$ cat config.mk
export PLATFORM = sky130hd
export DESIGN_NAME = vend_session_ctrl
export DESIGN_NICKNAME = d
export VERILOG_FILES = /design/src/rtl/vend_session_ctrl.sv
export SDC_FILE = /design/constraint.sdc
export NUM_CORES = 1
export LEC_CHECK = 0
export CORE_ASPECT_RATIO = 1.4
export CORE_MARGIN = 2
export CORE_UTILIZATION = 29
export CTS_BUF_LIST = sky130_fd_sc_hd__clkbuf_4 sky130_fd_sc_hd__clkbuf_8
export DETAILED_ROUTE_END_ITERATION = 7
export PLACE_DENSITY_LB_ADDON = 0.25
export SYNTH_ARGS = -nofsm -noshare
export SYNTH_HDL_FRONTEND = slang
export SYNTH_SLANG_ARGS = --single-unit
$ cat constraint.sdc
create_clock -name clk -period 3.3 [get_ports clk]
set_input_delay 0.495 -clock clk [delete_from_list [all_inputs] [get_ports clk]]
set_output_delay 0.495 -clock clk [all_outputs]
set_load 0.01 [all_outputs]
$ cat src/rtl/vend_session_ctrl.sv
// Coin-operated vending session controller: credit tracking, vend, change, refund and stock.
// Optional: define VEND_SALES_CNT_EN to add a saturating 16-bit sales counter output.
module vend_session_ctrl #(
    parameter int PRICE_UNITS = 4,
    parameter int STOCK_MAX   = 8,
    parameter int TIMEOUT     = 16,
    localparam int CW = $clog2(PRICE_UNITS + 2),
    localparam int SW = $clog2(STOCK_MAX + 1),
    localparam int TW = $clog2(TIMEOUT + 1)
) (
    input  logic          clk,
    input  logic          rst,
    input  logic [1:0]    coin,
    input  logic          cancel,
    input  logic          restock,
    output logic          dispense,
    output logic          chg5,
    output logic          ret5,
    output logic          coin_rej,
    output logic          sold_out,
    output logic [CW-1:0] credit,
    output logic [SW-1:0] stock
`ifdef VEND_SALES_CNT_EN
    ,
    output logic [15:0]   sales_cnt
`endif
);

    localparam logic [1:0] S_IDLE   = 2'd0;
    localparam logic [1:0] S_CREDIT = 2'd1;
    localparam logic [1:0] S_VEND   = 2'd2;
    localparam logic [1:0] S_REFUND = 2'd3;

    logic [1:0]    state, state_nx;
    logic [CW-1:0] credit_nx, credit_sum, coin_val;
    logic [SW-1:0] stock_nx;
    logic [TW-1:0] idle_cnt, idle_nx, idle_inc;
    logic          coin_ok, dispense_nx, chg5_nx;

    always_comb begin
        // NOTE: every signal driven here gets a default first, so no path can infer a latch.
        state_nx    = state;
        credit_nx   = credit;
        stock_nx    = stock;
        idle_nx     = '0;
        dispense_nx = 1'b0;
        chg5_nx     = 1'b0;
        coin_ok     = (state == S_IDLE || state == S_CREDIT) && (stock != '0) &&
                      (coin == 2'b01 || coin == 2'b10);
        coin_val    = (coin == 2'b10) ? CW'(2) : CW'(1);
        credit_sum  = credit + coin_val;
        idle_inc    = idle_cnt + TW'(1);

        case (state)
            S_IDLE, S_CREDIT: begin
                if (coin_ok) begin
                    if (credit_sum >= CW'(PRICE_UNITS)) begin
                        state_nx    = S_VEND;
                        credit_nx   = '0;
                        stock_nx    = stock - SW'(1);
                        dispense_nx = 1'b1;
                        chg5_nx     = (credit_sum == CW'(PRICE_UNITS + 1));
                    end else begin
                        // A coin arriving with cancel is credited before the refund starts.
                        credit_nx = credit_sum;
                        state_nx  = (state == S_CREDIT && cancel) ? S_REFUND : S_CREDIT;
                    end
                end else if (state == S_CREDIT) begin
                    if (cancel || idle_inc == TW'(TIMEOUT)) begin
                        state_nx = S_REFUND;
                    end else begin
                        idle_nx = idle_inc;
                    end
                end
            end
            S_VEND: state_nx = S_IDLE;
            default: begin
                credit_nx = credit - CW'(1);
                if (credit == CW'(1)) begin
                    state_nx = S_IDLE;
                end
            end
        endcase

        if (restock) begin
            stock_nx = SW'(STOCK_MAX);
        end
    end

    always_ff @(posedge clk) begin
        // NOTE: registers update with <= so every flop samples the pre-edge values.
        if (rst) begin
            state    <= S_IDLE;
            credit   <= '0;
            stock    <= SW'(STOCK_MAX);
            idle_cnt <= '0;
            dispense <= 1'b0;
            chg5     <= 1'b0;
            ret5     <= 1'b0;
            coin_rej <= 1'b0;
        end else begin
            state    <= state_nx;
            credit   <= credit_nx;
            stock    <= stock_nx;
            idle_cnt <= idle_nx;
            dispense <= dispense_nx;
            chg5     <= chg5_nx;
            ret5     <= (state_nx == S_REFUND);
            coin_rej <= (coin != 2'b00) && !coin_ok;
        end
    end

    assign sold_out = (stock == '0);

`ifdef VEND_SALES_CNT_EN
    always_ff @(posedge clk) begin
        if (rst) begin
            sales_cnt <= '0;
        end else if (dispense_nx && sales_cnt != 16'hFFFF) begin
            sales_cnt <= sales_cnt + 16'd1;
        end
    end
`endif

endmodule
Yosys cells after proc, flatten, opt, wreduce, memory -nomap -nowiden
Index checks and enable logic that the tools add are counted.
Storage, ports and cells
  output and inout port bits: 12
  register bits after elaboration: 18
  logic and storage cells: 58
  bits of input ports: 6
Operators by class
  equality and inequality tests: 9
  mux-type cells: 12
  magnitude comparators: 1
  $add $sub $neg: 4
  reductions and logical operators: 19
  bitwise operators: 5
Operators with widths (count)
  $mux W2: 7
  $eq A2 B2 Y1 const B: 3
  $mux W3: 2
  $pmux W3 S2: 1
  $add A5 B1 Y5 const B: 1
  $eq A5 B5 Y1 const B: 1
  $not A1 Y1: 5
  $reduce_or A5 Y1: 1
  $eq A2 B1 Y1 const B: 2
  $logic_and A1 B1 Y1: 4
  $logic_not A4 Y1: 1
  $pmux W2 S2: 1
  $reduce_bool A4 Y1: 1
  $reduce_or A2 Y1: 2
  $reduce_or A4 Y1: 1
  $sub A4 B1 Y4 const B: 1
  $add A3 B2 Y3: 1
  $eq A3 B1 Y1 const B: 1
  $eq A3 B3 Y1 const B: 1
  $ge A3 B3 Y1 const B: 1
  $logic_or A1 B1 Y1: 3
  $reduce_and A3 Y1: 1
  $reduce_or A3 Y1: 1
  $sub A3 B1 Y3 const B: 1
  6 further kinds: 6

Depth between registers and ports, before layout
  word-level depth: 8
  depth in mapped cells: 11
  depth with buffers taken out: 11

Worst setup path before layout
OpenSTA, ideal clock, no wires.
  path type: input-to-reg
  start point: input port coin[0]
  end point: register stock[3]
  cell stages on the path: 11
  arrival time: 2.418 ns
  slack: 0.755 ns
  required time: 3.173 ns
  buffers on the path: 0
  setup time: 0.127 ns
  cell sequence: inv_1 > ha_1 > inv_1 > ha_1 > inv_1 > fa_1 > xor2_1 > or3_4 > nor4_4 > xor2_1 > or3_1
On the way
  word-level cells in the longest chain between the ends: 5
  elaborated cells between the ends (all ways): 8
  classes of those cells: add/sub: 1; order compare: 1; eq/ne: 2; mux: 1; reduce/logical: 3
RTL lines
  from (decl): RTL line 13  | input logic [1:0] coin,
  $eq A2 B2 Y1: RTL line 49, 50
  $mux W2: RTL line 50  | coin_val = (coin == 2'b10) ? CW'(2) : CW'(1);
  $add A3 B2 Y3: RTL line 51  | credit_sum = credit + coin_val;
  $ge A3 B3 Y1: RTL line 57  | if (credit_sum >= CW'(PRICE_UNITS)) begin
  $reduce_and A3 Y1 (no line) (*)
  to (signal assigned): RTL line 95  | stock <= SW'(STOCK_MAX);
  to (signal assigned): RTL line 104  | stock <= stock_nx;
  to (decl): RTL line 22  | output logic [SW-1:0] stock
Every way passes the cells marked *; elsewhere a longest branch is shown, timed or not.
A chain may end at the register's enable or synchronous reset.

Worst setup path after layout
Same ends and word-level chain as after synthesis.

==> insert_results.sql <==
INSERT INTO impl_metrics (metric_group, metric, value, unit) VALUES
('floorplan', 'die_width', '52.0', 'um'),
('floorplan', 'initial_core_util', '30.3', '%'),
('synthesis', 'yosysUniqueCellTypes', '32', ''),
('global_routing', 'first_pass_grt_wire_length', '3.19', 'mm'),
('cells_and_area', 'layout-area-overhead-vs-synth', '28.3', '%'),
('floorplan', 'rows', '24', ''),
('clock_network', 'cts_resized', '0', ''),
('global_routing', 'globalRouteTotalUtil', '11.3', '%'),
('timing', 'setup-violations-final', '0', ''),
('drt', 'detail_route.wirelength', '1.78', 'mm'),
('clock_network', 'cts_buffer_depth', '2', ''),
('drt', 'firstDrtPassIters', '2', ''),
('global_routing', 'pin_count_of_the_biggest_net_entering_global_routing', '14', ''),
('clock_network', 'cts_root_buf', 'sky130_fd_sc_hd__clkbuf_8', ''),
('setup_path', 'r2r.worst_path.cells', '8', ''),
('clock_network', 'clock_sinks', '18', ''),
('drt', 'antenna_nets_post_route', '0', ''),
('synthesis', 'synthesis.area', '937', 'um2'),
('pwr', 'total_power', '0.686', 'mW'),
('worst_hold_path', 'hold_endpoint', 'idle_cnt[0]', ''),
('setup_path', 'worst_r2r_start', 'credit[0]', ''),
('drt', 'drtIter0Drc', '9', ''),
('global_routing', 'groute.layer.met3.usage', '1.88', '%'),
('timing', 'worst_clock_skew', '0.00208', 'ns'),
('placement', 'number_of_input_and_output_port_buffers_inserted', '17', ''),
('timing', 'final_period_minus_worst_setup_slack', '2.81', 'ns'),
('setup_path', 'worstSetupEndpointType', 'flip-flop', ''),
('worst_hold_path', 'min_path_type', 'flip-flop to flip-flop', ''),
('global_routing', 'grt-ovfl-total', '0', ''),
('synthesis', 'post_synth.cell_area_avg', '9.10', 'um2'),
('cells_and_area', 'final_layout_size_suffix_gt1_share', '10.7', '%'),
('synthesis', 'synth_nets', '117', ''),
('clock_network', 'insertion_delay', '0.25', 'ns'),
('cells_and_area', 'finalNetCount', '137', ''),
('synthesis', 'postSynthCellCount', '103', ''),
('global_routing', 'antenna_found_initial', '0', ''),
('setup_path', 'required', '3.44', 'ns'),
('clock_network', 'clk_pin_slew_worst_paths', '0.07', 'ns'),
('pwr', 'power_frac_comb', '33.4', '%'),
('pwr', 'switching_share', '32.5', '%'),
('timing', 'max_freq', '0.355', 'GHz'),
('drt', 'detailroute.via_count', '738', ''),
('worst_hold_path', 'hold_depth', '1', ''),
('cells_and_area', 'num_antenna_cells', '0', ''),
('setup_path', 'criticalPathCategory', 'input pin to flip-flop', ''),
('cells_and_area', 'commonest_cells_after_routing_fill_and_taps_aside', 'sky130_fd_sc_hd__dfxtp_1 (18), sky130_fd_sc_hd__clkdlybuf4s50_1 (17), sky130_fd_sc_hd__nor2_1 (16)', ''),
('clock_network', 'cts_hold_buf', '0', ''),
('job', 'drv.max_cap_violation_count', '0', ''),
('cells_and_area', 'postLayoutCoreUtil', '38.9', '%'),
('placement', 'post-dp-hpwl', '1.43', 'mm'),
('pwr', 'ir_worst_vdd', '0.000288', 'V'),
('timing', 'finalMaxSlewViolations', '0', ''),
('clock_network', 'cts_setup_buffers', '0', ''),
('clock_network', 'cts-buffers-inserted', '3', ''),
('pwr', 'clockPowerShare', '26.8', '%'),
('clock_network', 'clock_tree_from_tritoncts', 'yes', ''),
('status', 'run_status', 'finished, final reports clean', ''),
('drt', 'drt-wirelength-per-cell', '11.0', 'um'),
('pwr', 'p_switching', '0.223', 'mW'),
('synthesis', 'yosysSeqAreaShare', '38.5', '%'),
('global_routing', 'global_route.usage.met2', '19.1', '%'),
('timing', 'setup-tns-final', '0', 'ns'),
('synthesis', 'ys_warn_count', '0', ''),
('pwr', 'leakage', '0.447', 'nW'),
('setup_path', 'r2r-end', 'stock[3]', ''),
('global_routing', 'met1_usage', '13.9', '%'),
('timing', 'grt_setup_unrepaired', 'no', ''),
('synthesis', 'ys_ff_latch', '18', ''),
('floorplan', 'core_area', '0.00309', 'mm2'),
('drt', 'drt_drc_violations_left', '0', ''),
('floorplan', 'floorplan.io_pins', '18', '');
critical path, stage by stage:
cell and delay [ns]:
sky130_fd_sc_hd__clkdlybuf4s50_1 0.45, sky130_fd_sc_hd__inv_1 0.05, sky130_fd_sc_hd__ha_1 0.19, sky130_fd_sc_hd__inv_1 0.09, sky130_fd_sc_hd__ha_1 0.15, sky130_fd_sc_hd__inv_1 0.04, sky130_fd_sc_hd__fa_1 0.41, sky130_fd_sc_hd__xor2_1 0.19
sky130_fd_sc_hd__or3_4 0.37, sky130_fd_sc_hd__nor4_4 0.15, sky130_fd_sc_hd__xor2_1 0.09, sky130_fd_sc_hd__or3_1 0.30
stage by stage:
step / area (um2) / std cells / hold WS [ns] / setup WS (ns)
after floorplan: 937 / 103 / 0.441 / 0.755
after global placement: 1150 / 157 / 0.467 / 0.250
after detailed placement: 1150 / 157 / 0.476 / 0.192
after CTS: 1200 / 161 / 0.494 / 0.473
after global routing: 1200 / 161 / 0.532 / 0.336
final: 1200 / 161 / 0.483 / 0.485
sequential cells by signal, indices dropped and copies added, names as in the netlist:
name and count:
ret5 1, stock 4, chg5 1, idle_cnt 5
dispense 1, coin_rej 1, state 2, credit 3
area by class of cell:
| class | count | area (um2) |
|---|---|---|
| inverters | 11 | 41.3 |
| multi-input cells | 72 | 527 |
| well taps | 39 | 48.8 |
| fillers | 325 | 1890 |
| repair buffers | 17 | 170 |
| clock buffers | 4 | 55.1 |
| flip-flops and latches | 18 | 360 |
cells in the mapped netlist:
| cell | instances | area (um2) |
|---|---|---|
| sky130_fd_sc_hd__dfxtp_1 | 18 | 360 |
| sky130_fd_sc_hd__nor2_1 | 16 | 60.1 |
| sky130_fd_sc_hd__inv_1 | 11 | 41.3 |
| sky130_fd_sc_hd__ha_1 | 7 | 87.6 |
| sky130_fd_sc_hd__nand2_1 | 5 | 18.8 |
| sky130_fd_sc_hd__o21ai_0 | 5 | 25.0 |
| sky130_fd_sc_hd__xor2_1 | 5 | 43.8 |
| sky130_fd_sc_hd__nand3_1 | 4 | 20.0 |
| sky130_fd_sc_hd__nor3_1 | 4 | 20.0 |
| sky130_fd_sc_hd__xnor2_1 | 4 | 35.0 |
| sky130_fd_sc_hd__a21oi_1 | 3 | 15.0 |
| sky130_fd_sc_hd__a2111oi_0 | 1 | 8.76 |
| sky130_fd_sc_hd__a211oi_1 | 1 | 7.51 |
| sky130_fd_sc_hd__a21bo_2 | 1 | 10.0 |
| sky130_fd_sc_hd__a21o_1 | 1 | 7.51 |
| sky130_fd_sc_hd__a31o_2 | 1 | 8.76 |
| sky130_fd_sc_hd__buf_2 | 1 | 5.00 |
| sky130_fd_sc_hd__clkbuf_1 | 1 | 3.75 |
| sky130_fd_sc_hd__fa_1 | 1 | 20.0 |
| sky130_fd_sc_hd__nand2b_1 | 1 | 6.26 |
| sky130_fd_sc_hd__nand2b_4 | 1 | 13.8 |
| sky130_fd_sc_hd__nand4b_1 | 1 | 8.76 |
| sky130_fd_sc_hd__nor2b_1 | 1 | 6.26 |
| sky130_fd_sc_hd__nor3_2 | 1 | 10.0 |
| sky130_fd_sc_hd__nor3b_4 | 1 | 18.8 |
| sky130_fd_sc_hd__nor4_4 | 1 | 21.3 |
| sky130_fd_sc_hd__o21ai_2 | 1 | 8.76 |
| sky130_fd_sc_hd__o2bb2ai_1 | 1 | 8.76 |
| sky130_fd_sc_hd__o31ai_1 | 1 | 7.51 |
| sky130_fd_sc_hd__or3_1 | 1 | 6.26 |
| sky130_fd_sc_hd__or3_4 | 1 | 11.3 |
| sky130_fd_sc_hd__or4_4 | 1 | 11.3 |
layer usage:
metal / vias up / part of all wire [%]
li1: 381 / -
met1: 342 / 43
met2: 13 / 52
met3: 2 / 3.5
met4: 0 / 1.1
met5: - / 0
worst max path at each step:
| stage | startpoint | end | slack [ns] | cells after the start |
|---|---|---|---|---|
| CTS | coin[0] | stock[3] | 0.47 | 12 |
| global placement | coin[0] | stock[3] | 0.25 | 12 |
| detailed placement | coin[0] | stock[3] | 0.19 | 12 |
| floorplan | coin[0] | stock[3] | 0.75 | 11 |
| finish | coin[0] | stock[3] | 0.49 | 12 |
| global route | coin[0] | stock[3] | 0.34 | 12 |
power groups by stage:
| stage | logic, mW | registers (mW) | clock network (mW) |
|---|---|---|---|
| 2_1_floorplan | 0.152 | 0.277 | 0 |
| 3_3_place_gp | 0.227 | 0.278 | 0 |
| 3_5_place_dp | 0.230 | 0.279 | 0 |
| 4_1_cts | 0.232 | 0.274 | 0.185 |
| 5_1_grt | 0.263 | 0.277 | 0.193 |
| 6_report | 0.229 | 0.273 | 0.184 |
cells by family after synthesis:
group	share of synthesized area, %
adders and majority gates	11.5
DFF	38.5
xor gates and xnor gates	8.41
AOI/OAI and AO/OA	11.5
buffers and inverters	5.34
and+or+nand+nor	24.8
Power figures use the tool's default switching activity.
